==> src/rtl/wdb_entry_alloc.sv <==
// ----------------------------------------------------------------------------
// wdb_entry_alloc
//
// Per-lane write-data-buffer entry allocator. Each lane owns a private pool of
// ENTRY_NUM entries tracked by a free bitmap. A one-entry registered slot
// pre-fetches the lowest free entry, so the crossbar always sees a ready index
// when one exists. Entries return to the pool when the downstream WDB drains
// them.
//
// Ports
//   clk_i                clock
//   rst_i                synchronous active-high reset
//   alloc_vld_o[i]       lane i slot holds a free entry
//   alloc_idx_o[i]       global entry index {lane, local}
//   alloc_rdy_i[i]       consumer takes the lane i entry this cycle
//   rel_vld_i[i]         release request on lane i
//   rel_idx_i[i]         global index being released on lane i
//   free_cnt_o[i]        free entries on lane i, slot included
//   err_double_free_o    sticky: release of an entry that was already free
//   err_lane_mismatch_o  sticky: release whose lane field names another lane
// ----------------------------------------------------------------------------
module wdb_entry_alloc #(
    parameter int LANE_NUM  = 4,
    parameter int ENTRY_NUM = 16,
    parameter int IDX_W     = $clog2(LANE_NUM) + $clog2(ENTRY_NUM),
    localparam int CNT_W    = $clog2(ENTRY_NUM + 1)
) (
    input  logic                           clk_i,
    input  logic                           rst_i,
    output logic [LANE_NUM-1:0]            alloc_vld_o,
    output logic [LANE_NUM-1:0][IDX_W-1:0] alloc_idx_o,
    input  logic [LANE_NUM-1:0]            alloc_rdy_i,
    input  logic [LANE_NUM-1:0]            rel_vld_i,
    input  logic [LANE_NUM-1:0][IDX_W-1:0] rel_idx_i,
    output logic [LANE_NUM-1:0][CNT_W-1:0] free_cnt_o,
    output logic [LANE_NUM-1:0]            err_double_free_o,
    output logic [LANE_NUM-1:0]            err_lane_mismatch_o
);

    localparam int LANE_W = $clog2(LANE_NUM);
    localparam int LOC_W  = $clog2(ENTRY_NUM);

    if (IDX_W != LANE_W + LOC_W) begin : g_bad_idx_w
        $error("wdb_entry_alloc: IDX_W must equal $clog2(LANE_NUM)+$clog2(ENTRY_NUM)");
    end
    if (ENTRY_NUM < 2 || (ENTRY_NUM & (ENTRY_NUM - 1)) != 0) begin : g_bad_entry_num
        $error("wdb_entry_alloc: ENTRY_NUM must be a power of two and at least 2");
    end
    if (LANE_NUM < 2) begin : g_bad_lane_num
        $error("wdb_entry_alloc: LANE_NUM must be at least 2");
    end

    for (genvar i = 0; i < LANE_NUM; i++) begin : g_lane
        logic [ENTRY_NUM-1:0] free_map_q, free_map_d;
        logic                 slot_vld_q, slot_vld_d;
        logic [IDX_W-1:0]     idx_q, idx_d;
        logic [CNT_W-1:0]     cnt_q, cnt_d;
        logic                 err_df_q, err_df_d;
        logic                 err_lm_q, err_lm_d;

        logic                 hs;
        logic                 refill;
        logic                 pick_vld;
        logic [LOC_W-1:0]     pick_loc;
        logic [LOC_W-1:0]     slot_loc;
        logic [LANE_W-1:0]    rel_lane;
        logic [LOC_W-1:0]     rel_loc;
        logic                 lane_bad;
        logic                 dbl_free;
        logic                 rel_ok;

        // The slot's local index lives in the low bits of the output register;
        // the lane field is zero only until the first refill after reset.
        assign slot_loc = idx_q[LOC_W-1:0];
        assign hs       = slot_vld_q & alloc_rdy_i[i];
        assign refill   = ~slot_vld_q | hs;

        assign rel_lane = rel_idx_i[i][IDX_W-1 -: LANE_W];
        assign rel_loc  = rel_idx_i[i][LOC_W-1:0];
        assign lane_bad = rel_vld_i[i] && (rel_lane != LANE_W'(i));
        // An entry parked in the slot is still owned by the allocator, so
        // releasing it counts as a double free.
        assign dbl_free = rel_vld_i[i] && !lane_bad &&
                          (free_map_q[rel_loc] || (slot_vld_q && (slot_loc == rel_loc)));
        assign rel_ok   = rel_vld_i[i] && !lane_bad && !dbl_free;

        // Lowest set bit of the pre-release bitmap; scanning downward lets the
        // last hit win.
        always_comb begin
            pick_vld = 1'b0;
            pick_loc = '0;
            for (int e = ENTRY_NUM - 1; e >= 0; e--) begin
                if (free_map_q[e]) begin
                    pick_vld = 1'b1;
                    pick_loc = LOC_W'(e);
                end
            end
        end

        // A released entry can never collide with the picked one: the pick is
        // a set bit, an accepted release targets a clear bit.
        always_comb begin
            free_map_d = free_map_q;
            slot_vld_d = slot_vld_q;
            idx_d      = idx_q;
            if (refill) begin
                slot_vld_d = pick_vld;
                if (pick_vld) begin
                    free_map_d[pick_loc] = 1'b0;
                    idx_d                = {LANE_W'(i), pick_loc};
                end
            end
            if (rel_ok) begin
                free_map_d[rel_loc] = 1'b1;
            end
            cnt_d    = cnt_q - CNT_W'(hs) + CNT_W'(rel_ok);
            err_df_d = err_df_q | dbl_free;
            err_lm_d = err_lm_q | lane_bad;
        end

        always_ff @(posedge clk_i) begin
            if (rst_i) begin
                free_map_q <= '1;
                slot_vld_q <= 1'b0;
                idx_q      <= '0;
                cnt_q      <= CNT_W'(ENTRY_NUM);
                err_df_q   <= 1'b0;
                err_lm_q   <= 1'b0;
            end else begin
                free_map_q <= free_map_d;
                slot_vld_q <= slot_vld_d;
                idx_q      <= idx_d;
                cnt_q      <= cnt_d;
                err_df_q   <= err_df_d;
                err_lm_q   <= err_lm_d;
            end
        end

        assign alloc_vld_o[i]         = slot_vld_q;
        assign alloc_idx_o[i]         = idx_q;
        assign free_cnt_o[i]          = cnt_q;
        assign err_double_free_o[i]   = err_df_q;
        assign err_lane_mismatch_o[i] = err_lm_q;
    end

endmodule
==> config.mk <==
export PLATFORM = sky130hd
export DESIGN_NAME = wdb_entry_alloc
export DESIGN_NICKNAME = d
export VERILOG_FILES = /design/src/rtl/wdb_entry_alloc.sv
export SDC_FILE = /design/constraint.sdc
export NUM_CORES = 1
export LEC_CHECK = 0
export BUFFER_PORTS_ARGS = -buffer_cell sky130_fd_sc_hd__buf_2
export CORE_MARGIN = 5
export CORE_UTILIZATION = 59
export CTS_CLUSTER_SIZE = 40
export DETAILED_ROUTE_END_ITERATION = 8
export GPL_TIMING_DRIVEN = 0
export PLACE_DENSITY = 0.79
export SLEW_MARGIN = 20
export SYNTH_ARGS = -nofsm -noshare
export SYNTH_HDL_FRONTEND = slang
export SYNTH_SLANG_ARGS = --single-unit
==> constraint.sdc <==
create_clock -name clk_i -period 3.5 [get_ports clk_i]
set_input_delay 0.175 -clock clk_i [delete_from_list [all_inputs] [get_ports clk_i]]
set_output_delay 0.175 -clock clk_i [all_outputs]
set_load 0.01 [all_outputs]
* Word-level counts from Yosys, hierarchy flattened *
Index checks and enable logic that the tools add are counted.

word-level totals
  flip-flop bits (word level) = 115
  latch bits = 0
  RAM bits = 0
  ROM bits = 0
  output and inout port bits = 56
  logic and storage cells = 296
  memories kept = 0

cells by class
  add/subtract/negate cells = 8
  $mul = 0
  div/mod/pow operators = 0
  order comparisons = 16
  equality and inequality tests = 7
  shift-type cells = 0
  multiplexer cells = 164
  bitwise operators = 32
  reduce and logical (&&, ||, !) cells = 45

operator list
  operator                                                                             count
  4-bit 2-to-1 mux                                                                     64
  16-bit 2-to-1 mux                                                                    12
  1-bit 2-to-1 mux                                                                     76
  16-bit AND                                                                           4
  16-bit NOT                                                                           4
  16-bit OR                                                                            4
  4-bit by 5-bit < comparator with 1-bit output, second input constant                 8
  1-bit demux with 4-bit select                                                        8
  4-bit by 1-bit greater-or-equal comparator with 1-bit output, second input constant  8
  1-bit logical AND                                                                    28
  5-bit by 1-bit adder with 5-bit output                                               4
  5-bit by 1-bit subtractor with 5-bit output                                          4
  1-bit binary-select mux with 4-bit select                                            4
  4-bit equality test                                                                  4
  1-bit OR                                                                             12
  1-bit logical NOT                                                                    8
  2-bit AND reduction                                                                  4
  1-bit AND                                                                            4
  1-bit logical OR                                                                     4
  2-bit != test, second input constant                                                 2
  1-bit NOT                                                                            4
  2-bit by 1-bit != test with 1-bit output, second input constant                      1
  2-bit nonzero test                                                                   1

* Longest topological paths before layout *
Gate-level depths: netlist of the first run.

  word-level depth = 26
  gate-level depth with buffers = 17
  depth with buffers taken out = 15

* Worst setup path before layout of the first run *
OpenSTA, ideal clock, no wires.

  kind = input to register
  start = input rel_idx_i[12] (netlist name)
  end = register g_lane[2].cnt_q[4]
  library setup time = 0.129 ns
  data arrival time = 2.950 ns
  data required time = 3.371 ns
  setup slack = 0.420 ns
  stages = 14
  buffers on the path = 1
  cells stage by stage = clkbuf_1 -> mux4_2 -> mux4_2 -> nand2b_1 -> ha_1 -> inv_1 -> ha_1 -> inv_1 -> fa_1 -> inv_1 -> a21o_1 -> a21oi_1 -> xnor2_1 -> nand2_1

between the ends
  word-level cells in the longest chain between the ends = 7
  elaborated cells on any way between the ends = 9
  classes of those cells = add/sub: 1; eq/ne: 1; mux: 2; reduce/logical: 5

RTL lines
  item                                                                              line  text
  start: declaration                                                                34    input logic [LANE_NUM-1:0][IDX_W-1:0] rel_idx_i,
  1-bit binary-select mux with 4-bit select or 4-bit equality test (tied branches)  84    (free_map_q[rel_loc] || (slot_vld_q && (slot_loc == rel_loc)));
  1-bit 2-to-1 mux (implied by the code) or 1-bit logical AND (tied branches)       84
  1-bit logical OR *                                                                84
  1-bit logical AND *                                                               83    assign dbl_free = rel_vld_i[i] && !lane_bad &&
  1-bit logical NOT *                                                               85    assign rel_ok = rel_vld_i[i] && !lane_bad && !dbl_free;
  1-bit logical AND *                                                               85
  5-bit by 1-bit adder with 5-bit output *                                          116   cnt_d = cnt_q - CNT_W'(hs) + CNT_W'(rel_ok);
  end signal: assignment                                                            126   cnt_q <= CNT_W'(ENTRY_NUM);
  end signal: assignment                                                            133   cnt_q <= cnt_d;
  end: declaration                                                                  57    logic [CNT_W-1:0] cnt_q, cnt_d;

Mark *: on every way between the ends. The rest lies on a longest branch, timed or not. The select of a mux whose other input is x is not followed.
A chain may end at the register's enable or synchronous reset.

* Worst setup path after layout of the first run *
  start = register g_lane[0].free_map_q[3]
  end = register g_lane[0].cnt_q[4]

between the ends
  word-level cells in the longest chain between the ends = 7

RTL lines
  item                                       line  text
  start: declaration                         54    logic [ENTRY_NUM-1:0] free_map_q, free_map_d;
  start signal: assignment                   130   free_map_q <= free_map_d;
  1-bit binary-select mux with 4-bit select  84
  1-bit 2-to-1 mux (implied by the code)     84
  1-bit logical OR                           84
  1-bit logical AND                          83
  1-bit logical NOT                          85
  1-bit logical AND                          85
  5-bit by 1-bit adder with 5-bit output     116
  end signal: assignment                     126
  end signal: assignment                     133
  end: declaration                           57

No other way between the ends. The select of a mux whose other input is x is not followed.

==> flow_summary.toml, run 1 <==
[global_routing]
grt_antenna_before_repair = 0
groute.usage.overall_pct = 27.9
grt_pass1_vias = 6364
grt_max_degree = 17
overflow = 0
grt_pass1_wl_mm = 31.8

[logic_synthesis]
post-synth-top-area-fraction_pct = 33.6
synth_edf_count = 0
ys_top_cells_by_area = "dfxtp_1 34%, nor2_1 5.4%, mux4_2 4.9%"
syn_inst = 808
postSynthAreaPerCell_um2 = 8.49
async_flop_share_pct = 0
yosysWarnings = 0
yosysSeqAreaShare_pct = 33.6
synth_area_mm2 = 0.00686
synth.distinct_cells = 78
ys_ff_latch = 115
ys.flop_type = "dfxtp_1"
yosysTopAreaCell = "dfxtp_1"

[cts]
clock_sinks = 115
clk_path_buf_depth = 2
root_buffer = "clkbuf_16"
cts_tree = "done"
cts_made_buffers = 17
cts.htree.levels = 4
clock_latency_ns = 0.43
clk_pin_slew_ns = 0.06

[sta]
rsz0062_at_grt = "no"
report.final.setup_viol = 0
slew_viol_final = 0
tns_ns = 0
slew_headroom_pct = 42.4
fin_crit_sh_pct = 94.6
skew_ns = 0.00921
worst_pin_slew_ns = 0.855
period_needed_ns = 3.31
hold_viol_final = 0
setup_slack_ns = 0.190
max_freq_mhz = 302

[critical_path]
cp.depth = 16
path_class = "reg -> reg"
crit_family = "adder cells"
start_kind = "flip-flop"
crit_required_ns = 3.79
path_cells = "mux4_2 > a22oi_2 > nand2_1 > nor3_4 > buf_6 > inv_2 > ha_1 > inv_1 > ha_1 > inv_1 > fa_1 > inv_1 > a21o_1 > a21oi_1 > xnor2_1 > nand2_1"
r2r_cells = 16
worstPathBufferInverterCount = 5
slowest_delay_ns = 0.51
cp.arrival_ns = 3.60
cpMostUsedCell = "inv_1"
cpMaxStageDelayCell = "mux4_2"
cp_max_fo = 10
worstSetupEndpointType = "flip-flop"

[power]
finalPower_uw = 4200
p_leak_uw = 0.00332
p_per_area_mw_per_mm2 = 515
ir_drop_mv = 0.546

[detailed_routing]
detail-route-antenna-nets = 0
vias_per_cell = 6.18
drcViolationCount = 0
wirelength_mm = 19.5
drt_pre_antenna_iters = 6
vias = 6610
routed_wire_length_per_instance_um = 18.2
dr.first_iter.drc_count = 652

[min_path]
hold_path.class = "in -> reg"
holdPathStages = 3

[place]
port-buffer-count = 78
dp_slack_ns = -0.0382
hpwl_mm = 14.1
dp_cells = 1032
gp_congestion = 0.970

[finish]
num-fill-cells = 908
antenna_cells = 0
nets = 971
mostFrequentLayoutCells = "115 x dfxtp_1, 99 x nor2_1, 82 x buf_2, 53 x inv_1"
multi_input_area_mm2 = 0.00409
layout.area.seq_mm2 = 0.00230
drive_gt1_share_pct = 19.0
stdcell_count = 1069
area_growth_syn_to_layout_pct = 18.9
final_common_cell = "dfxtp_1"

[status]
status = "completed"

[floorplan]
dieHeight_um = 118
fp-row-count = 39
die_w_um = 118
coreArea_mm2 = 0.0114
io_pins = 90
dieArea_mm2 = 0.0139
start_util_pct = 60.0

[job]
drv_cap = 0
synthesized netlist by cell type, drive strengths merged (15+ instances only):
master / instances
nand2: 44
clkbuf: 21
nand3: 33
buf: 29
nor2: 99
xor2: 24
dfxtp: 115
nand2b: 18
o21ai: 33
a221o: 16
nor2b: 18
mux4: 15
nor4: 24
inv: 56
ha: 20
a21oi: 44
nor3: 18
layout make-up:
cell class	instances	area share [%]
Buffer	50	3.56
Tap cell	143	2.19
Inverter	56	2.58
Timing Repair Buffer	83	5.31
Clock buffer	25	6.20
Clock inverter	7	1.76
Multi-Input combinational cell	590	50.2
Sequential cell	115	28.2
per-layer routing:
layer	wire length, µm	track usage [%]	vias up
met3	1410	6.82	48
met2	9360	45.8	276
met1	8270	35.6	3145
met5	0	0	-
li1	-	-	3141
met4	455	10.1	0
kinds of logic after synthesis:
| logic type | Yosys count | synth area share, % |
|---|---|---|
| AND/OR/NAND/NOR | 319 | 25.0 |
| AO/OA/AOI/OAI | 188 | 19.1 |
| flip-flops | 115 | 33.6 |
| buffers and inverters | 106 | 7.19 |
| XOR/XNOR | 32 | 4.09 |
| adder cells (fa/ha/maj) | 24 | 4.82 |
| multiplexers | 23 | 6.15 |
| other | 1 | 0.0547 |
final timing paths:
kind,from,end,slack [ns]
worst max register to register,g_lane[0].free_map_q[3],g_lane[0].cnt_q[4],0.19
worst min register to register,g_lane[0].err_lm_q,g_lane[0].err_lm_q,0.45
worst min-delay path,rel_vld_i[2],g_lane[2].err_lm_q,0.02
worst max-delay path,g_lane[0].free_map_q[3],g_lane[0].cnt_q[4],0.19
flip-flops by register name, indices dropped and copies added, names as in the netlist:
register	count
g_lane.slot_vld_q	4
g_lane.cnt_q	20
g_lane.err_df_q	4
g_lane.err_lm_q	4
g_lane.idx_q	19
g_lane.free_map_q	64
through the flow:
stage | hold WS (ns) | cell area [µm²] | util [%]
4_1_cts | 0.00643 | 8110 | 71.0
3_5_place_dp | 0.422 | 7440 | 65.1
5_1_grt | 0.0342 | 8150 | 71.4
6_report | 0.0172 | 8150 | 71.4
2_1_floorplan | 0.313 | 6870 | -
3_3_place_gp | 0.415 | 7440 | 65.1
where the power goes:
| part | internal, µW | leakage (µW) | switching [µW] | total (µW) |
|---|---|---|---|---|
| Clock | 1290 | 0.000310 | 608 | 1890 |
| Sequential | 1410 | 0.000943 | 88.9 | 1500 |
| Combinational | 363 | 0.00207 | 441 | 804 |
tightest hold or removal path, cell delays in order:
cell	delay (ns)
buf_2	0.09
a21oi_1	0.06
nor2_1	0.07
timing repair:
action / 4_1_cts / 5_1_grt
endpoints found under the setup margin: 0 / 2
hold buffers: 2 / 0
buffers inserted: 0 / 3
endpoints found under the hold margin: 2 / 0
resized for setup: 0 / 5
Power figures use the tool's default switching activity.
==> run 2, diff against run 1 <==
--- a/config.mk
+++ b/config.mk
@@ -11,6 +11,7 @@
 export CTS_CLUSTER_SIZE = 40
 export DETAILED_ROUTE_END_ITERATION = 8
 export GPL_TIMING_DRIVEN = 0
+export MAX_ROUTING_LAYER = met4
 export PLACE_DENSITY = 0.79
 export SLEW_MARGIN = 20
 export SYNTH_ARGS = -nofsm -noshare
==> run 2 against run 1 <==
Against the previous run: routed wire length increased by 3.1%; non-clock buffer count decreased by 1; sequential share of layout area increased by 0.10 points; cell count about the same; cell area decreased by 0.37%; flip-flop and latch count unchanged; combinational power increased by 2%; sequential power about the same; global-route usage increased by 1.5 points; worst hold slack got worse by 0.0094 ns.
==> flow_summary.toml, run 2 (synthesized netlist as in run 1, its figures left out) <==
[finish]
drive_gt1_share_pct = 19.2
antenna_cells = 0
stdcell_count = 1068
nets = 970
reg_top3 = "g_lane.free_map_q: 64 flops, g_lane.cnt_q: 20 flops, g_lane.idx_q: 19 flops"
fin_util_pct = 71.1
area_growth_syn_to_layout_pct = 18.5
num-fill-cells = 952
largest_reg_flops = 64
top_register = "g_lane.free_map_q"
final_common_cell = "dfxtp_1"
mostFrequentLayoutCells = "115 x dfxtp_1, 99 x nor2_1, 82 x buf_2, 53 x inv_1"

[floorplan]
fp-row-count = 39
io_pins = 90
start_util_pct = 60.0
coreArea_mm2 = 0.0114
die_w_um = 118
dieArea_mm2 = 0.0139
dieHeight_um = 118

[critical_path]
cp_max_fo = 10
cp.arrival_ns = 3.56
start_kind = "flip-flop"
rrSetupSlack_ns = 0.21
slowest_delay_ns = 0.50
crit_required_ns = 3.78
cpMaxStageDelayCell = "mux4_2"
worstSetupEndpointType = "flip-flop"
path_cells = "mux4_2 > a22oi_2 > nand2_1 > nor3_4 > buf_6 > inv_2 > ha_1 > inv_1 > ha_1 > inv_1 > fa_1 > inv_1 > a21o_1 > a21oi_1 > xnor2_1 > nand2_1"
r2r_cells = 16
path_class = "reg -> reg"
r2r_end = "g_lane[0].cnt_q[4]"
rr_startpoint = "g_lane[0].free_map_q[2]"
cpMostUsedCell = "inv_1"

[place]
port-buffer-count = 78
hpwl_mm = 14.6
dp_slack_ns = -0.107
gp_congestion = 0.993
dp_cells = 1032

[cts]
clock_latency_ns = 0.42
clock_sinks = 115
clk_path_buf_depth = 2
cts_tree = "done"
clk_pin_slew_ns = 0.05
root_buffer = "clkbuf_16"
cts.htree.levels = 4
cts_made_buffers = 17

[detailed_routing]
wl_met3_mm = 1.38
dr.first_iter.drc_count = 641
wirelength_mm = 20.1
wl_met2_mm = 9.58
drt_pre_antenna_iters = 5
vias = 6668
routed_wire_length_per_instance_um = 18.8
vias_per_cell = 6.24
wl_met1_mm = 8.39
drcViolationCount = 0
highest_layer = "met4"
detail-route-antenna-nets = 0

[sta]
fin_crit_sh_pct = 93.9
slew_viol_final = 0
report.final.setup_viol = 0
slew_headroom_pct = 42.9
setup_slack_ns = 0.213
tns_ns = 0
skew_ns = 0.00879
hold_viol_final = 0
period_needed_ns = 3.29
worst_pin_slew_ns = 0.849
rsz0062_at_grt = "no"
max_freq_mhz = 304

[global_routing]
grt_pass1_wl_mm = 32.6
grt_pass1_vias = 6575
grt_max_degree = 17
groute.usage.overall_pct = 29.3
overflow = 0
grt_antenna_before_repair = 0

[power]
finalPower_uw = 4180
p_leak_uw = 0.00332
ir_drop_mv = 0.496
p_per_area_mw_per_mm2 = 515

[min_path]
min_from = "rel_vld_i[1]"
hold_path.class = "in -> reg"
holdPathStages = 3
holdPathEnd = "g_lane[1].err_lm_q"

[status]
status = "completed"

[job]
drv_cap = 0
## run 2: worst max path at each step
stage	to	start	slack (ns)
2_1_floorplan	g_lane[2].cnt_q[4]	rel_idx_i[12]	0.42
3_3_place_gp	g_lane[2].cnt_q[4]	rel_idx_i[12]	-0.02
3_5_place_dp	g_lane[2].cnt_q[4]	rel_idx_i[12]	-0.11
4_1_cts	g_lane[3].cnt_q[4]	g_lane[3].free_map_q[7]	0.02
5_1_grt	g_lane[3].cnt_q[4]	g_lane[3].free_map_q[8]	0.02
6_report	g_lane[0].cnt_q[4]	g_lane[0].free_map_q[2]	0.21
## run 2: report_power, final
| part | total, µW | switching [µW] | internal, µW |
|---|---|---|---|
| Combinational | 818 | 454 | 364 |
| Sequential | 1500 | 87.3 | 1410 |
| Clock | 1870 | 596 | 1270 |
| Total | 4180 | 1140 | 3040 |
## run 2: final cells by class
cell class                 instances  area, µm²  area share, %
clock inverter                    12        185           2.28
inverter                          56        210           2.59
tap                              143        179           2.20
sequential                       115       2300           28.3
clock buffer                      20        447           5.50
buffer                            50        290           3.57
timing repair buffer              82        420           5.18
multi-input combinational        590       4090           50.3
## run 2: metrics by stage
step	hold WS (ns)	cell area [µm²]
5_1_grt	0.0298	8120
3_3_place_gp	0.415	7440
4_1_cts	0.00256	8070
2_1_floorplan	0.313	6870
3_5_place_dp	0.430	7440
6_report	0.00782	8120
## run 2: layer usage
| metal | vias up | global-route usage (%) |
|---|---|---|
| li1 | 3123 | - |
| met4 | 0 | 13.3 |
| met5 | - | - |
| met2 | 298 | 46.9 |
| met1 | 3175 | 35.6 |
| met3 | 72 | 6.44 |
## run 2: what timing repair did
| item | CTS | global route |
|---|---|---|
| hold buffers | 0 | 0 |
| endpoints found under the setup margin | 0 | 2 |
| gates resized for setup | 0 | 5 |
| setup buffers | 0 | 4 |
## run 2: critical path: cells and delay by family, from the launching register on
kind / cells / cell delay, ns
buffers and inverters: 5 / 0.41
XOR/XNOR: 1 / 0.15
multiplexers: 1 / 0.50
AO/OA/AOI/OAI: 3 / 0.42
adder cells (fa/ha/maj): 3 / 0.82
AND/OR/NAND/NOR: 3 / 0.47
flip-flops: 1 / 0.38
